--- src/rtl/mem_read_sequencer_pkg.sv ---
// mem_read_sequencer_pkg: FSM encoding and default widths shared with the ROM and display modules.
package mem_read_sequencer_pkg;
  localparam int DEF_ADDR_WIDTH = 7;
  localparam int DEF_DATA_WIDTH = 32;
  typedef enum logic [1:0] {
    S_IDLE    = 2'd0,
    S_WAIT    = 2'd1,
    S_CAPTURE = 2'd2
  } state_t;
endpackage

--- src/rtl/mem_read_sequencer.sv ---
// mem_read_sequencer: steps a ROM read pointer on each enable strobe and holds the fetched word for display.
module mem_read_sequencer
  import mem_read_sequencer_pkg::*;
#(
  parameter int ADDR_WIDTH  = DEF_ADDR_WIDTH,
  parameter int DATA_WIDTH  = DEF_DATA_WIDTH,
  parameter int DEPTH       = 128,
  parameter int ROM_LATENCY = 1
) (
  input  logic                  clk,
  input  logic                  rst_n,
  input  logic                  enable,
  input  logic                  restart,
  output logic [ADDR_WIDTH-1:0] rom_addr,
  output logic                  rom_rd,
  input  logic [DATA_WIDTH-1:0] rom_data,
  output logic [DATA_WIDTH-1:0] data_out,
  output logic [ADDR_WIDTH-1:0] addr_out,
  output logic                  data_valid,
  output logic                  busy,
  output logic                  overrun
);
  state_t state, state_n;
  logic [ADDR_WIDTH-1:0] ptr, addr_q;
  logic [1:0] cnt;
  logic pending, fire;
  assign fire     = state == S_IDLE && (enable || pending) && !restart;
  assign rom_rd   = fire;
  assign rom_addr = fire ? ptr : addr_q;
  assign busy     = state != S_IDLE;
  always_comb begin
    state_n = state;
    case (state)
      S_IDLE:  state_n = fire ? (ROM_LATENCY == 1 ? S_CAPTURE : S_WAIT) : S_IDLE;
      S_WAIT:  state_n = cnt == 2'd1 ? S_CAPTURE : S_WAIT;
      default: state_n = S_IDLE;
    endcase
    if (restart) state_n = S_IDLE;
  end
  always_ff @(posedge clk or negedge rst_n) begin
    if (!rst_n) begin
      state      <= S_IDLE;
      ptr        <= '0;
      addr_q     <= '0;
      cnt        <= '0;
      pending    <= 1'b0;
      data_out   <= '0;
      addr_out   <= '0;
      data_valid <= 1'b0;
      overrun    <= 1'b0;
    end else begin
      state      <= state_n;
      data_valid <= 1'b0;
      if (restart) begin
        ptr     <= '0;
        pending <= 1'b0;
        overrun <= 1'b0;
      end else begin
        if (fire) begin
          addr_q <= ptr;
          cnt    <= 2'(ROM_LATENCY - 1);
        end
        if (state == S_WAIT) cnt <= cnt - 2'd1;
        // A strobe landing on a pending fetch can only be merged once; the next is lost.
        if (state == S_IDLE) begin
          pending <= 1'b0;
          if (enable && pending) overrun <= 1'b1;
        end else if (enable) begin
          if (pending) overrun <= 1'b1;
          else pending <= 1'b1;
        end
        if (state == S_CAPTURE) begin
          data_out   <= rom_data;
          addr_out   <= ptr;
          data_valid <= 1'b1;
          ptr        <= ptr == ADDR_WIDTH'(DEPTH - 1) ? '0 : ptr + 1'b1;
        end
      end
    end
  end
endmodule

--- config.mk ---
export PLATFORM = sky130hd
export DESIGN_NAME = mem_read_sequencer
export DESIGN_NICKNAME = d
export VERILOG_FILES = /design/src/rtl/mem_read_sequencer_pkg.sv /design/src/rtl/mem_read_sequencer.sv
export SDC_FILE = /design/constraint.sdc
export NUM_CORES = 1
export LEC_CHECK = 0
export BUFFER_PORTS_ARGS = -buffer_cell sky130_fd_sc_hd__buf_4
export CAP_MARGIN = 40
export CORE_MARGIN = 2
export CORE_UTILIZATION = 49
export CTS_CLUSTER_SIZE = 40
export DETAILED_ROUTE_END_ITERATION = 16
export PLACE_DENSITY_LB_ADDON = 0.08
export SYNTH_ARGS = -nofsm -noshare
export SYNTH_HDL_FRONTEND = slang
export SYNTH_SLANG_ARGS = --single-unit
export TNS_END_PERCENT = 1
--- constraint.sdc ---
create_clock -name clk -period 1.73 [get_ports clk]
set_input_delay 0 -clock clk [delete_from_list [all_inputs] [get_ports clk]]
set_output_delay 0 -clock clk [all_outputs]
set_load 0.005 [all_outputs]
# == Word-level counts from Yosys, hierarchy flattened ==
# Index checks and enable logic that the tools add are counted.
# classes
n_eq_ne,5
add_sub_neg,2
n_bitwise,1
muxes,20
n_reduce_logical,14
# ops
operator,count
two-way mux 7 bit,4
two-way mux 1 bit,10
two-way mux 2 bit,5
"adder 7 x 1 -> 7 bit, second input constant",1
"== test 7 bit, second input constant",1
nonzero test 2 bit,3
nonzero test 3 bit,2
"== test 2 x 1 -> 1 bit, second input constant",2
case mux 2 bit (2 select lines),1
AND reduction 2 bit,2
logical AND 1 bit,3
"!= test 3 x 2 -> 1 bit, second input constant",1
AND reduction 3 bit,1
"== test 2 bit, second input constant",1
logical NOT 2 bit,1
"subtractor 2 x 1 -> 2 bit, second input constant",1
logical NOT 1 bit,1
logical OR 1 bit,1
inverter 1 bit,1
# word_totals
regBits,60
in_bits,36

# == Logic depth before layout (Yosys ltp) ==
# logic_depth
ltp_word,6
depth_mapped,5
mapped_depth_nobuf,4

# == Least setup slack after synthesis ==
# No wires, ideal clock.
# synth_timing
path_kind,register -> register
start,reg state[1]
end,reg addr_q[4]
setup_time_ns,0.125
slack_ns,0.187
path_buffers,1
arrival_time_ns,1.418
path_stages_with_launch,6
t_required_ns,1.605
cell_sequence,dfrtp_1 nor2_2 inv_2 nor3_4 buf_12 mux2_4
# synth_between
elab_chain_len,4
# synth_lines
item,line,source
start: declaration,mem_read_sequencer.sv:23,"state_t state, state_n;"
start signal: assignment,mem_read_sequencer.sv:52,state <= state_n;
logical NOT 2 bit,mem_read_sequencer.sv:27,assign fire = state == S_IDLE && (enable || pending) && !restart;
logical AND 1 bit (2 in a row),mem_read_sequencer.sv:27,
net rom_rd,mem_read_sequencer.sv:15,"output logic rom_rd,"
two-way mux 7 bit,--,
end signal: assignment,mem_read_sequencer.sv:60,addr_q <= ptr;
end: declaration,mem_read_sequencer.sv:24,"logic [ADDR_WIDTH-1:0] ptr, addr_q;"
# The timed path passes the listed nets, and every way through them passes these cells.
# A chain may end at the register's enable or synchronous reset.

# == Worst setup path after layout ==
# layout_timing
start,reg state[0]
end,out rom_addr[4]
# layout_between
elab_chain_len,4
# layout_lines
item,line,source
logical NOT 2 bit,mem_read_sequencer.sv:27,
logical AND 1 bit (2 in a row),mem_read_sequencer.sv:27,
two-way mux 7 bit,--,
end: declaration,mem_read_sequencer.sv:14,"output logic [ADDR_WIDTH-1:0] rom_addr,"
# Every way passes these cells.

==> summary.md <==
| Metric | Value |
|---|---|
| Global-route wire length before repair | `8470 µm` |
| Max Slew Vio Count | `0` |
| NetSw | `roughly 900 µW` |
| DR top layer | `met4` |
| Root Buffer | `clkbuf_8` |
| RD Place Congestion | `0.771` |
| Pre-CTS WS | `191 ps` |
| Unique masters post-synth | `34` |
| Commonest non-fill, non-tap cell in the layout | `buf_4` |
| RSZ-0062 raised after global routing | `true` |
| Critical path endpoint category | `output port` |
| Arrival time at the worst endpoint | `1700 ps` |
| Post-Route WL | `around 5400 µm` |
| Core area | `approximately 4800 µm²` |
| Hold WC Path Type | `in -> async` |
| Die Height | `75.4 µm` |
| Initial Util | `between 50% and 60%` |
| TritonCTS clock tree | `done` |
| # nets final | `345` |
| Status | `completed` |
| Global-route usage over all layers | `roughly 20%` |
| Slew HR | `between 50% and 60%` |
| Num CTS Buffers | `9` |
| Sequential share of the synthesized area | `between 60% and 70%` |
| Pwr Total | `around 3700 µW` |
| Finished Core Util | `about four fifths` |
| Clk Latency, worst-skew pair | `around 330 ps` |
| Max-Cap Viols | `0` |
| Largest net degree at the start of global routing | `61` |
| Worst-margin pin slew | `approximately 730 ps` |
| Final hold slack | `around 270 ps` |
| Pleak | `roughly 0.0018 µW` |
| Internal power | `2750 µW` |
| Die width | `about 75 µm` |
| Post-route ant nets | `0` |
| Setup Skew | `about 11 ps` |
| Vias per std cell | `slightly below 5` |
| Most frequent cells in the layout | `88 x buf_4, 58 x dfrtp_1, 42 x mux2_2, 36 x dlygate4sd3_1` |
| Layout cell share with drive strength beyond 1 | `54.8%` |
| Synthesis-stage register bit count | `60` |
| Max FO, Critical Path | `11` |
| Fmax | `about 590 MHz` |
| Vias in the first global route | `around 1.8k` |
| DP Wirelength | `~3300 µm` |
| Logic pwr share | `20.8%` |
| Final setup viols | `0` |
| Worst VDD drop | `around 0.00070 V` |
| Final TNS setup | `0 ps` |
| Initial antenna violation count | `0` |
| H-tree depth | `3` |
| Synthesized area | `roughly 2500 µm²` |
| EDFF count, synth | `0` |
| Drt initial violations | `67` |
| Final Hold Viols | `0` |
| Switch share | `between 20% and 30%` |
| Diode count | `0` |
| Setup ws final | `between 30 and 40 ps` |
| Reg power frac | `a little under half` |
| Met3 wire length | `roughly 370 µm` |
| Synth Flop Type | `dfrtp_1` |
| Tcrit/Tclk final | `between 90 and 100%` |
| CP Launch Type | `register` |
| Met1 WL | `2210 µm` |
| Drc violations | `0` |
| CP Data Required Time | `1730 ps` |
| Vias | `1859` |
| Synthesized Nets | `between 200 and 250` |
| FP Rows | `25` |
| DR pass1 iterations | `4` |
| Mapped Cells | `~170` |
| GRT overflow | `0` |
| Mean post-synth cell area | `approximately 15 µm²` |
| Period minus WS final | `roughly 1700 ps` |
| Avg WL per Cell | `14.2 µm` |
| Clk pin slew, worst setup/hold paths | `about 70 ps` |
| Yosys Warn Count | `0` |
| Area Growth Syn to Fin | `55.1%` |
| # port buffers | `85` |
| Clock power share | `32.8%` |
| IO Count | `86` |
| Die Footprint | `5690 µm²` |
| Ys async rst share | `100%` |
| Clock Tree Buf Depth | `2` |
| Cell Pwr Density | `roughly 940 nW/µm²` |
| Detail Route met2 WL | `between 2000 and 3000 µm` |
| Critical path class | `reg -> out` |
| Clock tree sinks | `60` |
[worst max-delay path, stage by stage, from the launching register on]
cell	delay, ps
dfrtp_2	420
nor2_4	120
inv_2	50
nor3_4	190
buf_12	160
mux2_4	310
buf_6	110
[repair_timing]
item,4_1_cts,5_1_grt
hold endpoints to repair,101,0
setup endpoints to repair,7,7
buffers inserted,6,0
resized for setup,5,5
hold buffers,36,0
pin swaps,1,0
[power groups by stage]
stage | Clock (µW) | Combinational (µW) | Sequential, µW
2_1_floorplan | 0 | 236 | 1730
3_3_place_gp | 0 | 667 | 1710
3_5_place_dp | 0 | 683 | 1720
4_1_cts | 1230 | 759 | 1700
5_1_grt | 1290 | 825 | 1720
6_report | 1200 | 758 | 1700
[path summary, 6_finish.rpt]
kind,start,end,slack (ps),cells after the start
max,state[0]$_DFF_PN0_,rom_addr[4],30,6
min,rst_n,addr_q[4]$_DFFE_PN0N_,270,2
max reg2reg,state[0]$_DFF_PN0_,data_out[16]$_DFFE_PN0P_,90,5
min reg2reg,data_out[29]$_DFFE_PN0P_,data_out[29]$_DFFE_PN0P_,490,1
max in group asynchronous,rst_n,state[0]$_DFF_PN0_,920,2
min in group clk,rom_data[10],data_out[10]$_DFFE_PN0P_,440,3
[per-layer routing]
| metal | vias up | track usage (%) |
|---|---|---|
| li1 | 888 | - |
| met1 | 901 | 24.3 |
| met2 | 63 | 33.1 |
| met3 | 7 | 7.54 |
| met4 | 0 | 7.60 |
| met5 | - | 0 |
[final cells by class]
cell class	count	area [µm²]
clock buffer	9	124
clock inverter	7	67.6
fill	317	941
inverter	4	15.0
multi-input combinational	99	942
sequential	60	1500
tap	67	83.8
timing repair buffer	133	1140
[metrics by stage]
stage          std cells  instance area [µm²]
2_1_floorplan        171                 2500
3_3_place_gp         321                 3250
3_5_place_dp         321                 3250
4_1_cts              379                 3860
5_1_grt              379                 3880
6_report             379                 3880
[registers in the layout, indices dropped and copies added, names as in the netlist]
| register | count |
|---|---|
| pending | 1 |
| data_valid | 1 |
| data_out | 32 |
| addr_q | 7 |
| state | 2 |
| ptr | 7 |
| addr_out | 7 |
| overrun | 1 |
| cnt | 2 |
[cells in the mapped netlist, types with 2 or more instances]
library cell | n | area share [%]
ha_1 | 2 | 1.0
buf_2 | 5 | 1.0
nand2_1 | 6 | 0.90
a21oi_1 | 7 | 1.4
nand3_1 | 3 | 0.60
or4_1 | 2 | 0.60
mux2_2 | 42 | 19
dfrtp_1 | 60 | 60
mux2_1 | 2 | 0.90
o31ai_1 | 3 | 0.90
nor2_1 | 5 | 0.75
o21ai_0 | 2 | 0.40
inv_1 | 3 | 0.45
mux2_4 | 9 | 5.4
[kinds of logic after synthesis]
| kind of cell | after synthesis | synth area share (%) |
|---|---|---|
| fa+ha+maj | 2 | 1.00 |
| xor+xnor | 1 | 0.351 |
| buf+inv | 12 | 2.70 |
| flops | 60 | 60.1 |
| simple gates | 25 | 5.91 |
| compound gates | 18 | 4.71 |
| mux | 53 | 25.2 |
Note: power is estimated with default switching activity, not from simulation.
